===== src/rtl/spi_pkg.sv =====
// Shared definitions for the SPI LCD controller's receive path.
package spi_pkg;

  localparam int DEF_WIDTH       = 16;
  localparam int DEF_SYNC_STAGES = 2;

  typedef enum logic [1:0] {
    WAIT_IDLE = 2'd0,
    IDLE      = 2'd1,
    RECV      = 2'd2
  } rx_state_e;

endpackage


===== src/rtl/spi_sync_edge.sv =====
// Multi-flop synchronizer for one asynchronous pin, with rise/fall pulses
// derived from the synchronized level and one extra history flop.
module spi_sync_edge #(
  parameter int   STAGES    = 2,
  parameter logic RESET_VAL = 1'b0
) (
  input  logic clk,
  input  logic rst,
  input  logic pin_i,
  output logic level_o,
  output logic rise_o,
  output logic fall_o
);

  logic [STAGES-1:0] sync_q;
  logic              prev_q;

  always_ff @(posedge clk or posedge rst) begin
    if (rst) begin
      sync_q <= {STAGES{RESET_VAL}};
      prev_q <= RESET_VAL;
    end else begin
      sync_q <= {sync_q[STAGES-2:0], pin_i};
      prev_q <= sync_q[STAGES-1];
    end
  end

  assign level_o = sync_q[STAGES-1];
  assign rise_o  = sync_q[STAGES-1] & ~prev_q;
  assign fall_o  = ~sync_q[STAGES-1] & prev_q;

endmodule


===== src/rtl/spi_rx_deser.sv =====
// SPI receive deserializer: oversamples sck/cs_n/sdi in the clk domain, builds
// MSB-first words and hands them out through a 1-entry valid/ready holding register.
module spi_rx_deser
  import spi_pkg::*;
#(
  parameter int WIDTH       = DEF_WIDTH,
  parameter int SYNC_STAGES = DEF_SYNC_STAGES,
  parameter bit SAMPLE_RISE = 1'b1
) (
  input  logic             clk,
  input  logic             rst,
  input  logic             spi_sck,
  input  logic             spi_cs_n,
  input  logic             spi_sdi,
  output logic [WIDTH-1:0] rx_data,
  output logic             rx_valid,
  input  logic             rx_ready,
  output logic             rx_ovf,
  input  logic             ovf_clr,
  output logic             frame_err,
  output logic             busy
);

  localparam int CNT_W = $clog2(WIDTH);
  localparam logic [CNT_W-1:0] LAST_BIT = CNT_W'(WIDTH - 1);
  // Bit order in the synchronizer bus: {sdi, cs_n, sck}; idle levels match.
  localparam logic [2:0] IDLE_LVL = 3'b010;

  logic [2:0] pins, lvl, rise, fall;
  assign pins = {spi_sdi, spi_cs_n, spi_sck};

  for (genvar gi = 0; gi < 3; gi++) begin : g_sync
    spi_sync_edge #(
      .STAGES   (SYNC_STAGES),
      .RESET_VAL(IDLE_LVL[gi])
    ) u_sync (
      .clk    (clk),
      .rst    (rst),
      .pin_i  (pins[gi]),
      .level_o(lvl[gi]),
      .rise_o (rise[gi]),
      .fall_o (fall[gi])
    );
  end

  logic sample_edge, cs_level, cs_rise, cs_fall, sdi_level;
  logic unused_sync;
  assign sample_edge = SAMPLE_RISE ? rise[0] : fall[0];
  assign cs_level    = lvl[1];
  assign cs_rise     = rise[1];
  assign cs_fall     = fall[1];
  assign sdi_level   = lvl[2];
  assign unused_sync = ^{lvl[0], rise[2], fall[2]};

  // The synchronizers come out of reset holding idle levels, not the pins;
  // WAIT_IDLE only trusts cs_n once the chain has been flushed with real samples.
  logic [SYNC_STAGES:0] prime_q;
  logic                 primed;
  assign primed = prime_q[SYNC_STAGES];

  rx_state_e        state_q, state_d;
  logic [CNT_W-1:0] bit_cnt_q, bit_cnt_d;
  logic [WIDTH-1:0] shreg_q, shreg_d;
  logic [WIDTH-1:0] rx_data_q, rx_data_d;
  logic             rx_valid_q, rx_valid_d;
  logic             ovf_q, ovf_d;
  logic             frame_err_q, frame_err_d;
  logic             word_done, ovf_set;
  logic [WIDTH-1:0] word;

  assign word = {shreg_q[WIDTH-2:0], sdi_level};

  always_comb begin
    state_d     = state_q;
    bit_cnt_d   = bit_cnt_q;
    shreg_d     = shreg_q;
    word_done   = 1'b0;
    frame_err_d = 1'b0;
    case (state_q)
      WAIT_IDLE: begin
        if (primed && cs_level) state_d = IDLE;
      end
      IDLE: begin
        if (cs_fall) begin
          state_d   = RECV;
          bit_cnt_d = '0;
        end
      end
      RECV: begin
        if (sample_edge) begin
          shreg_d = word;
          if (bit_cnt_q == LAST_BIT) begin
            word_done = 1'b1;
            bit_cnt_d = '0;
          end else begin
            bit_cnt_d = bit_cnt_q + 1'b1;
          end
        end
        // cs_n rise is judged against the count after any same-cycle sample.
        if (cs_rise) begin
          state_d     = IDLE;
          frame_err_d = (bit_cnt_d != '0);
          bit_cnt_d   = '0;
        end
      end
      default: state_d = WAIT_IDLE;
    endcase
  end

  always_comb begin
    rx_data_d  = rx_data_q;
    rx_valid_d = rx_valid_q;
    ovf_set    = 1'b0;
    if (word_done) begin
      if (!rx_valid_q || rx_ready) begin
        rx_data_d  = word;
        rx_valid_d = 1'b1;
      end else begin
        ovf_set = 1'b1;
      end
    end else if (rx_valid_q && rx_ready) begin
      rx_valid_d = 1'b0;
    end
    ovf_d = ovf_set | (ovf_q & ~ovf_clr);
  end

  always_ff @(posedge clk or posedge rst) begin
    if (rst) begin
      prime_q     <= '0;
      state_q     <= WAIT_IDLE;
      bit_cnt_q   <= '0;
      shreg_q     <= '0;
      rx_data_q   <= '0;
      rx_valid_q  <= 1'b0;
      ovf_q       <= 1'b0;
      frame_err_q <= 1'b0;
    end else begin
      prime_q     <= {prime_q[SYNC_STAGES-1:0], 1'b1};
      state_q     <= state_d;
      bit_cnt_q   <= bit_cnt_d;
      shreg_q     <= shreg_d;
      rx_data_q   <= rx_data_d;
      rx_valid_q  <= rx_valid_d;
      ovf_q       <= ovf_d;
      frame_err_q <= frame_err_d;
    end
  end

  assign rx_data   = rx_data_q;
  assign rx_valid  = rx_valid_q;
  assign rx_ovf    = ovf_q;
  assign frame_err = frame_err_q;
  assign busy      = (state_q == RECV);

endmodule

===== config.mk =====
export PLATFORM = sky130hd
export DESIGN_NAME = spi_rx_deser
export DESIGN_NICKNAME = d
export VERILOG_FILES = /design/src/rtl/spi_pkg.sv /design/src/rtl/spi_sync_edge.sv /design/src/rtl/spi_rx_deser.sv
export SDC_FILE = /design/constraint.sdc
export NUM_CORES = 1
export LEC_CHECK = 0
export ABC_CLOCK_PERIOD_IN_PS = 1700
export BUFFER_PORTS_ARGS = -buffer_cell sky130_fd_sc_hd__buf_2
export CELL_PAD_IN_SITES_DETAIL_PLACEMENT = 1
export CELL_PAD_IN_SITES_GLOBAL_PLACEMENT = 2
export CORE_MARGIN = 1
export CORE_UTILIZATION = 36
export CTS_BUF_LIST = sky130_fd_sc_hd__clkbuf_16
export DETAILED_ROUTE_END_ITERATION = 16
export PLACE_DENSITY = 0.82
export REMOVE_ABC_BUFFERS = 1
export SKIP_CTS_REPAIR_TIMING = 1
export SYNTH_ARGS = -nofsm -noshare
export SYNTH_HDL_FRONTEND = slang
export SYNTH_SLANG_ARGS = --single-unit

===== constraint.sdc =====
create_clock -name clk -period 1.7 [get_ports clk]
set_input_delay 0.34 -clock clk [delete_from_list [all_inputs] [get_ports clk]]
set_output_delay 0.34 -clock clk [all_outputs]
set_load 0.01 [all_outputs]

==> flow_summary.ini, run 1 <==
[status]
status = finished, final reports clean

[clock_network]
cts_sinks = 51
cts_max_path_buffers = 2
htree_levels = 2
clkLatencyLatePin_ps = 290
cts_tree = yes
cts_buffers = 5
clock_tree.root_cell = clkbuf_16
path_clk_slew_ps = 70

[critical_path]
reg2reg_depth = 5
crit_arrival_ps = 1850
end_kind = register
crit_fanout = 8
r2r_setup_slack_ps = 20
crit_required_ps = 1870
cp-start-kind = register
critical_path_class = register to register

[placement]
portBuffers = 26
hpwl_um = 2749
place_area_mm2 = 0.002293
place.gp.congestion = 0.7293

[route]
wl_per_cell_um = 15.91
ant_nets = 0
via_per_inst = 4.804
vias = 1201
drt-total-wl_um = 3978
drtPass1Iterations = 4
remaining_drc_errors = 0
drt_iter0_markers = 36

[power]
pwr-share-seq_pct = 47.8
p_per_area_mw_per_mm2 = 1118
power_mw = 2.838
ir_worst_vdd_v = 0.0006250
pwr-share-clk_pct = 40.0
sw_frac_of_total_pct = 24.04
comb_power_share_pct = 12.2
switchingPower_uw = 682.3
leakage_nw = 1.277
internal_power_mw = 2.156

[cells_and_area]
syn_to_final_growth_pct = 24.25
n_antenna_cell = 0
drive_gt1_share_pct = 47.19
nets = 185
final_cell_mix = dfrtp_1 (48), buf_2 (25), mux2_4 (16)
layout_commonest_cell = dfrtp_1
stdcell_area_mm2 = 0.002539

[timing]
clock_skew_ps = 4.078
setup_viol = 0
drv_slew = 0
finalHoldViolCount = 0
period_share_pct = 98.90
rsz0062_at_grt = true
period_needed_ps = 1681
fmax_mhz = 594.8

[synthesis]
synth_area_mm2 = 0.002043
yosysWarningCount = 0
synth_cells = 138
ys_ff_latch = 51
syn_avg_cell_area_um2 = 14.81
seq_area_frac_synth_pct = 62.65
synth.distinct_cells = 33

[min_path]
worstHoldPathType = primary input to asynchronous set/reset pin

[die]
start_util_pct = 37.33
die-area_mm2 = 0.005981
pin_count = 27
core_area_mm2 = 0.005473
rows = 27
die_w_um = 77.34
fp.dieH_um = 77.34

[global_routing]
overflow = 0
antenna_found_initial = 0
grt_pass1_wl_um = 6486
groute.usage.overall_pct = 14.11
grt_max_degree = 27
grt_pass1_vias = 1348

[run]
drv_cap = 0
[stage by stage]
step	instances	setup slack [ps]	hold WS [ps]	TNS [ps]	util, %
after global placement	239	41.14	332.1	0	41.91
after global routing	250	-25.88	93.77	-175.5	46.39
final	250	18.71	64.60	0	46.39
after CTS	247	-25.27	65.49	-88.91	44.99
after floorplan	134	-639.5	331.2	-9672	-
after detailed placement	239	-8.523	338.7	-10.11	41.91
[per-layer routing]
layer | vias to the layer above | global-route usage [%] | share of wire, %
met5 | - | 0 | 0
met4 | 0 | 6.415 | 1.3
met3 | 5 | 3.529 | 2.8
met2 | 21 | 22.74 | 49
met1 | 612 | 17.87 | 47
li1 | 563 | - | -
[registers in the layout, summed over array words and instances (netlist names)]
signal                cells
shreg_q                  15
rx_valid                  1
prime_q                   3
bit_cnt_q                 4
state_q                   2
rx_ovf                    1
frame_err                 1
rx_data                  16
g_sync.u_sync.prev_q      2
g_sync.u_sync.sync_q      6
[area by class of cell]
class	count	area, µm²
Sequential cell	51	1280
Tap cell	72	90.09
Clock inverter	3	43.79
Fill cell	565	2934
Timing Repair Buffer	36	254.0
Clock buffer	5	125.1
Multi-Input combinational cell	77	723.2
Inverter	6	22.52
[power groups by stage]
stage / Combinational, mW / Sequential (mW) / Clock [mW]
finish: 0.346 / 1.36 / 1.14
global route: 0.385 / 1.37 / 1.21
CTS: 0.333 / 1.36 / 1.16
detailed placement: 0.333 / 1.38 / 0
global placement: 0.307 / 1.37 / 0
floorplan: 0.205 / 1.37 / 0
[worst max-delay path, cell delays in order (launching register included)]
cell and delay, ps:
dfrtp_1 390, and4bb_2 340, nand4_4 130, nor2b_4 200, clkbuf_16 200, mux2_4 300
[Yosys cell counts]
cell type	count	share of area [%]
dfrtp_1	48	59
mux2_2	21	12
mux2_4	10	7.3
o21ai_0	8	2.0
inv_1	6	1.1
nand2_1	4	0.73
nor2_1	4	0.73
a21oi_1	3	0.73
dfstp_2	3	3.9
a21o_1	2	0.73
a32o_1	2	0.98
buf_6	2	1.1
nand2b_1	2	0.61
nand3b_1	2	0.73
nor2b_1	2	0.61
o21a_1	2	0.73
a211oi_1	1	0.37
a22o_1	1	0.43
a311oi_1	1	0.43
and2_1	1	0.31
and4bb_1	1	0.61
buf_12	1	0.98
buf_2	1	0.24
conb_1	1	0.18
ha_1	1	0.61
nand4_4	1	1.0
nor2b_2	1	0.43
nor3_1	1	0.24
nor3b_1	1	0.37
nor4_1	1	0.31
o22ai_1	1	0.31
o32ai_1	1	0.43
or2b_1	1	0.37
[kinds of logic (layout without fill, tap and decap cells)]
| family | count (synthesis) | in the layout | share of synthesized area (%) |
|---|---|---|---|
| DFF | 51 | 51 | 62.65 |
| muxes | 31 | 31 | 18.92 |
| AOI/OAI and AO/OA | 22 | 22 | 7.104 |
| and+or+nand+nor | 22 | 22 | 7.103 |
| buffers and inverters | 10 | 50 | 3.429 |
| adders and majority gates | 1 | 1 | 0.6123 |
| other | 1 | 1 | 0.1835 |
[final timing paths]
| check | end | start |
|---|---|---|
| max | rx_data[5] | state_q[0] |
| min | shreg_q[3] | rst |
| max reg2reg | rx_data[5] | state_q[0] |
| min reg2reg | g_sync[2].u_sync.sync_q[1] | g_sync[2].u_sync.sync_q[0] |
| max in group asynchronous | g_sync[2].u_sync.sync_q[0] | rst |
| min in group clk | g_sync[1].u_sync.sync_q[0] | spi_cs_n |
No activity file was read; power rests on OpenSTA's default activity.
==> inputs of run 2 (changes only) <==
==> constraint.sdc (replaced) <==
create_clock -name clk -period 1.7 [get_ports clk]
set_input_delay 0.17 -clock clk [delete_from_list [all_inputs] [get_ports clk]]
set_output_delay 0.17 -clock clk [all_outputs]
set_load 0.01 [all_outputs]
==> run 2 against run 1 <==
Final area grew 0.25%. Worst hold slack lost 2.8 ps. Clock power shrank 16%. Critical endpoint is now rx_data[7]. Highest routed layer unchanged.
==> flow_summary.ini, run 2 (same netlist as run 1, synthesis figures left out) <==
[critical_path]
critPathTopFamily = simple AND/OR/NAND/NOR gates
end_kind = register
critPathMaxStageDelay_ps = 400
cp-start-kind = register
crit_required_ps = 1870
crit_chain = and4bb_2, nand4_4, nor2b_4, clkbuf_16, mux2_4
worst-path-buf-inv = 1
critical_path_class = register to register
crit_fanout = 8
critPathSlowestCell = dfrtp_1
crit_arrival_ps = 1850

[global_routing]
grt_pass1_wl_um = 6637
groute.usage.overall_pct = 14.64
grt_pass1_vias = 1350
antenna_found_initial = 0
overflow = 0
grt_max_degree = 27

[die]
core_area_mm2 = 0.005473
die_w_um = 77.34
start_util_pct = 37.33
pin_count = 27
fp.dieH_um = 77.34
rows = 27
die-area_mm2 = 0.005981

[status]
status = finished, final reports clean

[timing]
drv_slew = 0
setup_tns_ps = 0
fmax_mhz = 596.4
period_needed_ps = 1677
rsz0062_at_grt = true
finalHoldViolCount = 0
hold_ws_ps = 61.80
clock_skew_ps = 5.092
period_share_pct = 98.64
setup_viol = 0

[clock_network]
htree_levels = 2
clkLatencyLatePin_ps = 290
path_clk_slew_ps = 70
cts_buffers = 5
cts_tree = yes
clock_tree.root_cell = clkbuf_16
cts_max_path_buffers = 2
cts_sinks = 51

[route]
drt-total-wl_um = 3928
drtPass1Iterations = 4
vias = 1263
drt_iter0_markers = 19
wl_per_cell_um = 15.46
via_per_inst = 4.972
remaining_drc_errors = 0
ant_nets = 0

[cells_and_area]
syn_to_final_growth_pct = 24.56
nets = 189
largest_register_ffs = 16
drive_gt1_share_pct = 44.51
n_antenna_cell = 0
seqCellArea_mm2 = 0.001280
multi_input_area_um2 = 723.2
layout_commonest_cell = dfrtp_1
fillCellCount = 581
final_cell_mix = dfrtp_1 (48), buf_2 (26), mux2_4 (16)

[min_path]
worstHoldPathType = primary input to register

[power]
ir_worst_vdd_v = 0.0004508
leakage_nw = 1.284
p_per_area_mw_per_mm2 = 1046

[placement]
hpwl_um = 2813
place.gp.congestion = 0.7316
portBuffers = 26

[run]
drv_cap = 0
[run 2: changes by cell type in the layout (fill, tap and decap cells not counted)]
| cell | delta |
|---|---|
| buf_6 | -1 |
| clkinv_1 | +1 |
| dlygate4sd3_1 | +4 |
| inv_2 | -1 |
| o21ai_0 | +1 |
| clkinv_2 | -1 |
| o21ai_1 | -1 |
| inv_1 | +2 |
| bufinv_16 | -1 |
| buf_2 | +1 |
[run 2: worst paths after layout]
kind,start,to,slack [ps],cells after the start
hold reg to reg,g_sync[1].u_sync.sync_q[0],g_sync[1].u_sync.sync_q[1],360,0
setup reg to reg,g_sync[0].u_sync.prev_q,rx_data[7],20,5
min in group asynchronous,rst,rx_data[3],380,3
hold / removal,ovf_clr,rx_ovf,60,2
setup / recovery,g_sync[0].u_sync.prev_q,rx_data[7],20,5
max in group asynchronous,rst,g_sync[1].u_sync.prev_q,750,4
[run 2: area by class of cell]
type	count	area share, %
Multi-Input combinational cell	77	28.42
Timing Repair Buffer	40	11.31
Clock inverter	3	0.6391
Sequential cell	51	50.30
Clock buffer	5	4.916
Inverter	6	0.8850
Tap cell	72	3.540
[run 2: through the flow]
step | power (mW) | area, µm² | utilization [%] | setup slack, ps | cells
floorplan | 1.574 | 1996 | - | -639.5 | 134
global placement | 1.678 | 2293 | 41.91 | 42.36 | 239
detailed placement | 1.717 | 2293 | 41.91 | -38.34 | 239
CTS | 2.686 | 2435 | 44.49 | -51.23 | 247
global route | 2.800 | 2545 | 46.50 | -44.24 | 254
finish | 2.661 | 2545 | 46.50 | 23.15 | 254
[run 2: per-layer routing]
metal  share of wire, %  vias up  track usage, %  wire, µm
met5                  0        -               0         0
met4                2.8        0           8.302       109
met3                3.4       13           4.235       132
met2                 51       28           24.51      2006
met1                 43      649           16.69      1680
li1                   -      573               -         -
[run 2: where the power goes]
| part | internal, mW | total [mW] | switching (mW) |
|---|---|---|---|
| Sequential | 1.30 | 1.36 | 0.0596 |
| Clock | 0.538 | 0.959 | 0.421 |
| Combinational | 0.165 | 0.346 | 0.182 |
==> inputs of run 3 (changes only) <==
CELL_PAD_IN_SITES_DETAIL_PLACEMENT = not set   (was 1)
CELL_PAD_IN_SITES_GLOBAL_PLACEMENT = not set   (was 2)
CORE_UTILIZATION = 50   (was 36)
PLACE_DENSITY = 0.81   (was 0.82)
==> run 3 against run 2 <==
The run now ends with negative setup slack left. Register-to-register slack lost 40 ps. Cell count shrank 9.8%. Worst hold slack lost 2.7 ps. Final area grew 0.69%. Critical path type unchanged. Largest cell class unchanged.
==> flow_summary.ini, run 3 (same netlist as run 1, synthesis figures left out) <==
[status]
status = finished, violations left
violations = negative setup slack

[power]
pwr-share-seq_pct = 46.5
internal_power_mw = 2.288
leakage_nw = 1.301
switchingPower_uw = 670.2
pwr-share-clk_pct = 42.7
comb_power_share_pct = 10.8
ir_worst_vdd_v = 0.001094
power_mw = 2.958
sw_frac_of_total_pct = 22.66
p_per_area_mw_per_mm2 = 1154

[timing]
period_needed_ps = 1716
timing.final.ws_setup_ps = -15.69
clock_skew_ps = 8.141
setup_viol = 5
fmax_mhz = 582.9
period_share_pct = 100.9
hold_ws_ps = 59.12
finalHoldViolCount = 0
rsz0062_at_grt = true
drv_slew = 0

[die]
fp.dieH_um = 65.93
core_area_mm2 = 0.003799
die-area_mm2 = 0.004346
die_w_um = 65.93
start_util_pct = 53.79
pin_count = 27
rows = 22

[run]
drv_cap = 0

[cells_and_area]
multi_input_area_um2 = 729.5
nets = 188
layout_commonest_cell = dfrtp_1
seqCellArea_mm2 = 0.001281
fillCellCount = 253
drive_gt1_share_pct = 45.86
stdcell_area_mm2 = 0.002562
fin_cells = 229
syn_to_final_growth_pct = 25.41
final_cell_mix = dfrtp_1 (47), buf_2 (26), mux2_4 (16)
largest_register_ffs = 16
n_antenna_cell = 0

[route]
drtPass1Iterations = 4
drt-total-wl_um = 3842
ant_nets = 0
drt_iter0_markers = 52
vias = 1244
via_per_inst = 5.432
remaining_drc_errors = 0
wl_per_cell_um = 16.78

[critical_path]
end_kind = register
crit_required_ps = 1870
critPathMaxStageDelay_ps = 400
crit_chain = and4bb_2, nand4_4, nor2b_4, clkbuf_16, mux2_4
critical_path_class = register to register
crit_arrival_ps = 1890
crit_fanout = 8
critPathSlowestCell = dfrtp_1
cp-start-kind = register

[clock_network]
clkLatencyLatePin_ps = 290
cts_buffers = 5
cts_tree = yes
cts_max_path_buffers = 2
path_clk_slew_ps = 70
htree_levels = 2
cts_sinks = 51
clock_tree.root_cell = clkbuf_16

[placement]
place.gp.congestion = 0.8197
place_area_mm2 = 0.002256
dp.cells = 214
hpwl_um = 2180
portBuffers = 26

[global_routing]
antenna_found_initial = 0
grt_pass1_wl_um = 6058
grt_max_degree = 52
overflow = 0
groute.usage.overall_pct = 19.58
grt_pass1_vias = 1248

[min_path]
worstHoldPathType = primary input to register
## run 3: cell types whose count changed in the layout (fill, tap and decap cells not counted), sizes merged
cell    delta
buf        -1
bufinv     +2
clkinv     -2
## run 3: routing by layer
layer / wire, µm / part of all wire [%] / GRT usage [%] / vias to the layer above
met5: 0 / 0 / 0 / -
met4: 114 / 3.0 / 9.239 / 0
met3: 191 / 5.0 / 6.552 / 11
met2: 1868 / 49 / 32.40 / 46
met1: 1668 / 43 / 22.72 / 617
li1: - / - / - / 570
## run 3: final timing paths
kind	from	end	slack, ps	cells past startpoint
min in group asynchronous	rst	rx_data[3]	460	4
worst max register to register	g_sync[0].u_sync.prev_q	rx_data[5]	-20	5
worst max-delay path	g_sync[0].u_sync.prev_q	rx_data[5]	-20	5
worst min register to register	g_sync[0].u_sync.sync_q[0]	g_sync[0].u_sync.sync_q[1]	350	0
worst min-delay path	ovf_clr	rx_ovf	60	2
max in group asynchronous	rst	g_sync[1].u_sync.prev_q	950	4
## run 3: worst max-delay path: cells and delay by family (launching register included)
| kind | cells | cell delay (ps) |
|---|---|---|
| simple gates | 3 | 700 |
| flops | 1 | 400 |
| mux | 1 | 300 |
| buf+inv | 1 | 200 |
## run 3: area by class of cell
| class | count | area share [%] |
|---|---|---|
| inverters | 6 | 0.8789 |
| repair buffers | 39 | 10.94 |
| clock buffers | 5 | 4.883 |
| flip-flops and latches | 51 | 50.00 |
| multi-input cells | 77 | 28.47 |
| clock inverters | 3 | 2.490 |
| well taps | 48 | 2.344 |
## run 3: stage by stage
step,utilization (%),TNS [ps],worst slack [ps]
finish,67.46,-56.51,-15.69
floorplan,-,-9672,-639.5
detailed placement,59.39,-0.5128,-0.5128
global route,67.46,-581.0,-56.67
CTS,64.36,-52.33,-14.07
global placement,59.39,0,61.49
## run 3: power by group through the flow
| stage | combinational [mW] | clock (mW) | sequential [mW] |
|---|---|---|---|
| floorplan | 0.205 | 0 | 1.37 |
| global placement | 0.273 | 0 | 1.38 |
| detailed placement | 0.290 | 0 | 1.39 |
| CTS | 0.307 | 1.28 | 1.38 |
| global route | 0.349 | 1.34 | 1.39 |
| finish | 0.319 | 1.26 | 1.38 |
